===== config.mk =====
export PLATFORM = sky130hd
export DESIGN_NAME = alu_flag_unit
export DESIGN_NICKNAME = d
export VERILOG_FILES = /design/src/rtl/alu_pkg.sv /design/src/rtl/flag_calc.sv /design/src/rtl/alu_flag_unit.sv
export SDC_FILE = /design/constraint.sdc
export NUM_CORES = 1
export LEC_CHECK = 0
export CAP_MARGIN = 5
export CORE_MARGIN = 5
export CORE_UTILIZATION = 34
export CTS_CLUSTER_DIAMETER = 30
export DETAILED_ROUTE_END_ITERATION = 12
export PLACE_DENSITY_LB_ADDON = 0.25
export SLEW_MARGIN = 40
export SYNTH_ARGS = -nofsm -noshare
export SYNTH_HDL_FRONTEND = slang
export SYNTH_HIERARCHICAL = 1
export SYNTH_SLANG_ARGS = --single-unit

===== constraint.sdc =====
create_clock -name clk -period 1.9 [get_ports clk]
set_input_delay 0.19 -clock clk [delete_from_list [all_inputs] [get_ports clk]]
set_output_delay 0.19 -clock clk [all_outputs]
set_load 0.05 [all_outputs]

===== src/rtl/alu_pkg.sv =====
// Shared opcodes, flag bit positions and interrupt FSM states for the ALU flag unit.
package alu_pkg;

    localparam logic [3:0] ALU_ADD = 4'b1000;
    localparam logic [3:0] ALU_SUB = 4'b1001;

    typedef enum logic [1:0] {
        FLAG_V = 2'd0,
        FLAG_C = 2'd1,
        FLAG_Z = 2'd2,
        FLAG_N = 2'd3
    } flag_idx_t;

    typedef enum logic {
        IDLE = 1'b0,
        PEND = 1'b1
    } ovf_irq_state_t;

    // ADD and SUB differ only in bit 0, so bits [3:1] identify an arithmetic op.
    function automatic logic op_is_arith(input logic [3:0] ctl);
        return ctl[3:1] == ALU_ADD[3:1];
    endfunction

endpackage


===== src/rtl/flag_calc.sv =====
// Combinational next-state N/Z/V computation and C-update enable for one ALU result.
module flag_calc
    import alu_pkg::*;
#(
    parameter int N = 8
) (
    input  logic         valid,
    input  logic [3:0]   ALU_Control,
    input  logic [N-1:0] num1,
    input  logic [N-1:0] num2,
    input  logic [N-1:0] resultado,
    output logic         n_next,
    output logic         z_next,
    output logic         v_next,
    output logic         is_arith,
    output logic         c_update
);

    logic unused_low_bits;

    // ALU_Control[0] folds the SUB operand inversion into the sign comparison.
    always_comb begin
        is_arith = op_is_arith(ALU_Control);
        n_next   = resultado[N-1];
        z_next   = (resultado == '0);
        v_next   = is_arith
                 & ~(num1[N-1] ^ ALU_Control[0] ^ num2[N-1])
                 & (num1[N-1] ^ resultado[N-1]);
        c_update = valid & is_arith;
    end

    assign unused_low_bits = ^{num1[N-2:0], num2[N-2:0]};

endmodule


===== src/rtl/alu_flag_unit.sv =====
// Registered ALU status flags with sticky overflow, saturating event counter and overflow IRQ.
module alu_flag_unit
    import alu_pkg::*;
#(
    parameter int N      = 8,
    parameter int CNT_W  = 8,
    parameter int IRQ_EN = 1
) (
    input  logic             clk,
    input  logic             rst,
    input  logic             valid,
    input  logic [3:0]       ALU_Control,
    input  logic [N-1:0]     num1,
    input  logic [N-1:0]     num2,
    input  logic [N-1:0]     resultado,
    input  logic             carry_out,
    input  logic             flag_clear,
    input  logic             ovf_ack,
    output logic [3:0]       flags,
    output logic             flags_valid,
    output logic             sticky_v,
    output logic [CNT_W-1:0] ovf_count,
    output logic             ovf_irq
);

    localparam logic IRQ_ON = (IRQ_EN != 0);

    logic n_next;
    logic z_next;
    logic v_next;
    logic is_arith;
    logic c_update;
    logic ovf_event;
    logic irq_event;

    ovf_irq_state_t irq_state;

    flag_calc #(.N(N)) u_flag_calc (
        .valid       (valid),
        .ALU_Control (ALU_Control),
        .num1        (num1),
        .num2        (num2),
        .resultado   (resultado),
        .n_next      (n_next),
        .z_next      (z_next),
        .v_next      (v_next),
        .is_arith    (is_arith),
        .c_update    (c_update)
    );

    assign ovf_event = valid & is_arith & v_next;
    assign irq_event = ovf_event & IRQ_ON;

    always_ff @(posedge clk or posedge rst) begin
        if (rst) begin
            flags       <= '0;
            flags_valid <= 1'b0;
            sticky_v    <= 1'b0;
            ovf_count   <= '0;
            irq_state   <= IDLE;
            ovf_irq     <= 1'b0;
        end else begin
            flags_valid <= valid;
            if (valid) begin
                flags[FLAG_N] <= n_next;
                flags[FLAG_Z] <= z_next;
                flags[FLAG_V] <= v_next;
            end
            if (c_update) begin
                flags[FLAG_C] <= carry_out;
            end

            // A clear coinciding with an event restarts the count at one.
            if (flag_clear) begin
                sticky_v  <= ovf_event;
                ovf_count <= ovf_event ? CNT_W'(1) : '0;
            end else if (ovf_event) begin
                sticky_v <= 1'b1;
                if (ovf_count != '1) begin
                    ovf_count <= ovf_count + CNT_W'(1);
                end
            end

            case (irq_state)
                IDLE: begin
                    if (irq_event) begin
                        irq_state <= PEND;
                        ovf_irq   <= 1'b1;
                    end
                end
                PEND: begin
                    if (ovf_ack && !irq_event) begin
                        irq_state <= IDLE;
                        ovf_irq   <= 1'b0;
                    end
                end
                default: begin
                    irq_state <= IDLE;
                    ovf_irq   <= 1'b0;
                end
            endcase
        end
    end

endmodule


==> results of run 1 <==
-- area by class of cell --
type / count / area share (%)
multi-input cells: 55 / 31.79
repair buffers: 43 / 31.50
flip-flops and latches: 16 / 30.92
well taps: 30 / 2.899
clock buffers: 3 / 1.739
inverters: 4 / 1.159
-- metal layers --
layer	vias to the layer above	wire, um
li1	380	-
met1	371	957
met2	11	1144
met3	0	57
met4	0	0
met5	-	0
-- power by group through the flow --
stage	clock network, mW	registers (mW)	logic [mW]
floorplan	0	0.402	0.0275
global route	0.197	0.358	0.150
detailed placement	0	0.363	0.143
CTS	0.187	0.357	0.144
global placement	0	0.363	0.141
finish	0.176	0.357	0.142
-- state kept, by name (all words and copies together), names as in the netlist --
signal,cells
flags,4
sticky_v,1
flags_valid,1
irq_state,1
ovf_irq,1
ovf_count,8
-- worst max-delay path: stages --
cell and delay (ns):
clkdlybuf4s50_1 0.48, xor2_1 0.18, mux2i_1 0.20, and2_4 0.18, nand4_2 0.12, or4_1 0.49
o211a_1 0.14
-- metrics by stage --
stage / util [%] / std cells / TNS [ns] / total power, mW
after global placement: 52.44 / 148 / -0.9629 / 0.5039
after detailed placement: 52.44 / 148 / -1.382 / 0.5065
final: 53.74 / 151 / 0 / 0.6744
after CTS: 53.43 / 151 / 0 / 0.6874
after floorplan: - / 77 / 0 / 0.4296
after global routing: 53.74 / 151 / 0 / 0.7057
-- synth_stat cells (all sizes together) (3+ instances only) --
cell and instances:
a21oi 4, dfrtp 16, inv 4, mux2 5, mux2i 3, nand2 3
nand3 3, nor2 4, or4 3
-- kinds of logic (layout without fill, tap and decap cells) --
| logic type | Yosys count | in the layout |
|---|---|---|
| compound gates | 16 | 16 |
| xor+xnor | 1 | 1 |
| fa+ha+maj | 1 | 1 |
| buf+inv | 6 | 50 |
| flops | 16 | 16 |
| mux | 8 | 8 |
| simple gates | 29 | 29 |
-- final timing paths --
| check | endpoint | startpoint | slack (ns) |
|---|---|---|---|
| min reg2reg | ovf_irq | irq_state | 0.46 |
| min | flags[2] | rst | 0.28 |
| max | ovf_count[7] | ALU_Control[0] | 0.09 |
| min in group clk | ovf_irq | irq_state | 0.46 |
| max in group asynchronous | ovf_count[6] | rst | 1.21 |
| max reg2reg | ovf_count[7] | ovf_count[0] | 0.29 |
-- what timing repair did --
| action | 4_1_cts | 5_1_grt |
|---|---|---|
| gates cloned | 0 | 0 |
| endpoints found under the setup margin | 1 | 2 |
| resized for setup | 1 | 2 |
| pin swaps | 0 | 0 |
| hold buffers | 0 | 0 |
==> metrics.md, run 1 <==
| Metric | Value |
|---|---|
| Fraction of the mapped netlist area in compound gates | `13.36%` |
| Maximum clock frequency | `0.5534 GHz` |
| Count of port buffers added during placement | `34` |
| Syn Inst Count | `77` |
| Initial core utilization | `34.58%` |
| Xor/xnor share of the synthesized area | `1.051%` |
| Internal Dissipation | `494.5 uW` |
| Highest fanout seen on the critical path | `4` |
| H-tree depth | `1` |
| Skew-Pair Late Insertion Delay | `0.28 ns` |
| Routed via count divided by cell count | `5.046` |
| EDFF count, synth | `0` |
| CORE AREA | `2410 sq um` |
| Worst slack after detailed placement | `-0.3576 ns` |
| Kind of path behind the tightest hold check | `primary input to asynchronous set/reset pin` |
| Flip-flop and latch count after synthesis | `16` |
| Die outline area | `3541 sq um` |
| Gpl congestion | `0.7678` |
| Most used flip-flop cell after synthesis | `dfrtp_1` |
| Count of pins over their slew limit | `0` |
| Combinational power share | `21.1%` |
| Ratio of total power to cell area | `520.8 nW/um^2` |
| Leak Pwr | `0.5775 nW` |
| Adder-cell share of the synthesized area | `1.502%` |
| Share of final-layout standard cells stronger than drive strength 1 | `18.18%` |
| Ant. Diodes | `0` |
| Fraction of post-synthesis cell area in the top cell type by area | `48.05%` |
| First-pass GRT wire length | `3574 um` |
| DRC | `0` |
| Cell area after synthesis | `833.3 sq um` |
| Number of global-route vias before repair | `783` |
| Clock sink total | `16` |
| Worst Hold Slack | `0.2817 ns` |
| Clock transition at the register clock pins on the worst setup and hold paths after CTS | `0.09 ns` |
| Pin count of the biggest net entering global routing | `17` |
| Standard-cell row count | `18` |
| Register area | `400.4 sq um` |
| Antenna-violating nets left | `0` |
| Commonest non-fill, non-tap cells in the layout | `clkdlybuf4s50_1 (34), dfrtp_1 (16), buf_4 (9)` |
| Clock skew after layout | `0.004333 ns` |
| Area of combinational cells with multiple inputs | `411.6 sq um` |
| Mean instance size in the synthesized netlist | `10.82 sq um` |
| Portion of the post-synthesis area used by sequential elements | `48.05%` |
| Signal arrival time at the worst endpoint | `1.98 ns` |
| Critical path startpoint category | `primary input` |
| Number of nets at the end of the flow | `158` |
| Top cells by area, synth | `dfrtp_1 (48%), mux2_2 (6.8%), mux2i_1 (3.6%)` |
| Met1 Track Usage GR | `16.35%` |
| Number of failing setup endpoints in the final timing report | `0` |
| Routed length per instance | `14.30 um` |
| GRT Resource Usage Total | `13.16%` |
| Worst-case setup margin in the final layout | `0.09283 ns` |
| Depth of the most critical reg-to-reg path | `5` |
| Sequential share of power | `52.9%` |
| Area growth from synthesis to layout | `55.41%` |
| Number of placed I/O pins | `49` |
| Max-cap violations | `0` |
| Kind of end point of the critical path | `register` |
| Cell taking the most area after synthesis | `dfrtp_1` |
| Maximum clock path buffer count | `2` |
| Met3 usage in global routing | `1.961%` |
| Most heavily used metal layer in global routing | `met2` |
| Proportion of power drawn by the clock network | `26.1%` |
| Buffer type at the clock tree root | `clkbuf_4` |
| First-pass iteration count of the detailed router | `2` |
| Synth unique cells | `33` |
| Post-synthesis share of cell area spent on and, or, nand and nor gates | `22.07%` |
| Syn Nets | `112` |
| Height of the die | `59.51 um` |
| Routed wire length | `2159 um` |
| Dpl hpwl | `1706 um` |
| Status | `complete, no violations` |
| Vias | `762` |
| Total non-filler cell area in the finished layout | `1295 sq um` |
| Number of CTS-inserted buffers | `3` |
| Kind of critical path | `primary input to register` |
| Number of setup buffers added after CTS | `0` |
| TritonCTS clock tree | `done` |
| Antenna violations before repair | `0` |
| Yosys warns | `6` |
| RSZ-0062 raised after global routing | `no` |
| Proportion of synthesized flip-flops having asynchronous set or reset | `100.0%` |
| Headroom to the max-slew limit | `58.37%` |
| Maximum resistive drop on vdd | `0.4655 mV` |
| Remaining Overflow, GRT | `0` |
| Final hold vios | `0` |
| Global routing usage on met2 | `23.40%` |
| Largest family of logic cells by synthesized area | `simple AND/OR/NAND/NOR gates` |
| Drt initial violations | `8` |
| Most frequent standard cell in the layout excluding fill and tap cells | `clkdlybuf4s50_1` |
| Multiplexer area fraction after synthesis | `10.36%` |
| Required time of the critical path | `2.08 ns` |
| Die extent in x | `59.51 um` |
| Final critical delay including setup and external delays | `1.807 ns` |
| Net switching share of the total power | `26.67%` |
| P_sw | `179.9 uW` |
| Layout filler cell count | `214` |
| Worst Tran Pin Value | `0.6238 ns` |
| Fin crit share | `95.11%` |
| Post-placement cell area | `1264 sq um` |
Power figures use the tool's default switching activity.
==> run 2, diff against run 1 <==
CAP_MARGIN = default   (was 5)
CORE_MARGIN = 2   (was 5)
==> metrics.md, run 2 (synthesized netlist as in run 1, its figures left out) <==
| Metric | Value |
|---|---|
| Status | `complete, no violations` |
| Number of failing setup endpoints in the final timing report | `0 (unchanged)` |
| Maximum clock path buffer count | `2 (unchanged)` |
| Highest fanout seen on the critical path | `4 (unchanged)` |
| Final hold vios | `0 (unchanged)` |
| Number of global-route vias before repair | `757 (-3.3%)` |
| First-pass GRT wire length | `3422 um (-4.3%)` |
| Routed via count divided by cell count | `5.253 (+4.1%)` |
| Antenna-violating nets left | `0 (unchanged)` |
| P_sw | `187.1 uW (+4.0%)` |
| Final critical delay including setup and external delays | `1.832 ns (+0.02482 ns)` |
| Sequential share of power | `49.2% (-3.7 points)` |
| Number of flip-flops under the largest register name | `8 (unchanged)` |
| Worst Hold Slack | `0.2645 ns (-0.01727 ns)` |
| DRC | `0 (unchanged)` |
| Die outline area | `2863 sq um (-19%)` |
| Ratio of total power to cell area | `554.7 nW/um^2 (+6.5%)` |
| Fin crit share | `96.42% (+1.3 points)` |
| Routed length per instance | `13.98 um (-2.2%)` |
| Worst Tran Pin Value | `0.6079 ns (-0.01584 ns)` |
| Clock skew after layout | `0.002618 ns (-0.001715 ns)` |
| Kind of critical path | `primary input to register` |
| Fraction of the core area covered by cells at the end of the flow | `57.94% (+4.2 points)` |
| Buffer type at the clock tree root | `clkbuf_4` |
| RSZ-0062 raised after global routing | `no` |
| Antenna violations before repair | `0 (unchanged)` |
| First-pass iteration count of the detailed router | `4 (+2)` |
| Area growth from synthesis to layout | `56.76%` |
| Most frequent standard cell in the layout excluding fill and tap cells | `clkdlybuf4s50_1` |
| Pin count of the biggest net entering global routing | `17 (unchanged)` |
| Ant. Diodes | `0 (unchanged)` |
| Biggest register | `ovf_count` |
| Kind of path behind the tightest hold check | `primary input to asynchronous set/reset pin` |
| Vias | `788 (+3.4%)` |
| Number of nets at the end of the flow | `158 (unchanged)` |
| Hold_buf cts | `0 (unchanged)` |
| Initial core utilization | `36.96% (+2.4 points)` |
| Leak Pwr | `0.5847 nW (+1.3%)` |
| Standard-cell row count | `17 (-1)` |
| Gpl congestion | `0.8323 (+8.4%)` |
| Required time of the critical path | `2.08 ns (about the same)` |
| Headroom to the max-slew limit | `59.43% (+1.1 points)` |
| Clock sink total | `16 (unchanged)` |
| # resized after CTS | `0 (-1)` |
| Internal Dissipation | `537.6 uW (+8.7%)` |
| TritonCTS clock tree | `done` |
| Number of setup buffers added after CTS | `0 (unchanged)` |
| Signal arrival time at the worst endpoint | `2.01 ns (+0.03 ns)` |
| Critical path startpoint category | `primary input` |
| Maximum clock frequency | `0.5459 GHz (-1.4%)` |
| CORE AREA | `2255 sq um (-6.4%)` |
| Clock transition at the register clock pins on the worst setup and hold paths after CTS | `0.09 ns (about the same)` |
| Skew-Pair Late Insertion Delay | `0.29 ns (about the same)` |
| Remaining Overflow, GRT | `0 (unchanged)` |
| Registers with the most flip-flops | `ovf_count (8), flags (4)` |
| H-tree depth | `1 (unchanged)` |
| Drt initial violations | `21 (+13)` |
| Height of the die | `53.51 um (-10%)` |
| Total Negative Setup Slacks | `0 ns (unchanged)` |
| Share of final-layout standard cells stronger than drive strength 1 | `18.85% (+0.67 points)` |
| Routed wire length | `2097 um (-2.9%)` |
| Dpl hpwl | `1652 um (-3.2%)` |
| Count of port buffers added during placement | `34 (unchanged)` |
| Maximum resistive drop on vdd | `0.3379 mV (-27%)` |
| Kind of end point of the critical path | `register` |
| Combinational power share | `19.5% (-1.6 points)` |
| Max-cap violations | `0 (unchanged)` |
| Number of CTS-inserted buffers | `3 (unchanged)` |
| GRT Resource Usage Total | `17.07% (+3.9 points)` |
| Proportion of power drawn by the clock network | `31.3% (+5.2 points)` |
| Net switching share of the total power | `25.82% (-0.85 points)` |
| Die extent in x | `53.51 um (-10%)` |
| Commonest non-fill, non-tap cells in the layout | `clkdlybuf4s50_1 (34), dfrtp_1 (16), buf_4 (9)` |
| Count of pins over their slew limit | `0 (unchanged)` |
| Number of placed I/O pins | `49 (unchanged)` |
run 2: cell count changes in the layout (fill, tap and decap cells not counted), sizes merged:
| cell | previous run | this run |
|---|---|---|
| clkbuf | 3 | 4 |
run 2: layout make-up:
class | count | area [sq um]
repair buffers | 43 | 407.9
clock buffers | 4 | 36.28
inverters | 4 | 15.01
fillers | 199 | 948.4
well taps | 28 | 35.03
multi-input cells | 55 | 411.6
flip-flops and latches | 16 | 400.4
run 2: worst paths after layout:
path | from | end | slack [ns] | cells after the start
setup / recovery | num2[7] | ovf_count[7] | 0.07 | 7
hold reg to reg | irq_state | ovf_irq | 0.46 | 1
hold / removal | rst | flags[2] | 0.26 | 2
setup reg to reg | ovf_count[0] | ovf_count[7] | 0.26 | 5
min in group clk | irq_state | ovf_irq | 0.46 | 1
max in group asynchronous | rst | sticky_v | 1.24 | 2
run 2: layer usage:
| metal | vias to the layer above | global-route usage, % | share of wire (%) |
|---|---|---|---|
| met5 | - | 0 | 0 |
| met4 | 0 | 4.701 | 1.0 |
| li1 | 380 | - | - |
| met2 | 27 | 29.84 | 52 |
| met1 | 377 | 19.61 | 41 |
| met3 | 4 | 5.932 | 6.4 |
run 2: worst max-delay path: stages:
cell	delay, ns
clkdlybuf4s50_1	0.47
xor2_1	0.18
mux2i_1	0.21
and2_4	0.18
nand4_2	0.12
or4_1	0.50
o211a_1	0.15
run 2: metrics by stage:
| step | setup slack, ns | area (sq um) | power, mW | instances |
|---|---|---|---|---|
| 2_1_floorplan | 0.04054 | 833.3 | 0.4296 | 77 |
| 3_3_place_gp | -0.1980 | 1261 | 0.5032 | 146 |
| 3_5_place_dp | -0.2529 | 1261 | 0.5061 | 146 |
| 4_1_cts | 0.05065 | 1297 | 0.7340 | 150 |
| 5_1_grt | 0.008115 | 1306 | 0.7605 | 150 |
| 6_report | 0.06801 | 1306 | 0.7246 | 150 |
run 2: power groups by stage:
| stage | logic [mW] | clock network, mW | registers [mW] |
|---|---|---|---|
| 6_report | 0.141 | 0.227 | 0.357 |
| 5_1_grt | 0.151 | 0.251 | 0.358 |
| 4_1_cts | 0.143 | 0.234 | 0.357 |
| 3_5_place_dp | 0.143 | 0 | 0.364 |
| 3_3_place_gp | 0.140 | 0 | 0.363 |
| 2_1_floorplan | 0.0275 | 0 | 0.402 |
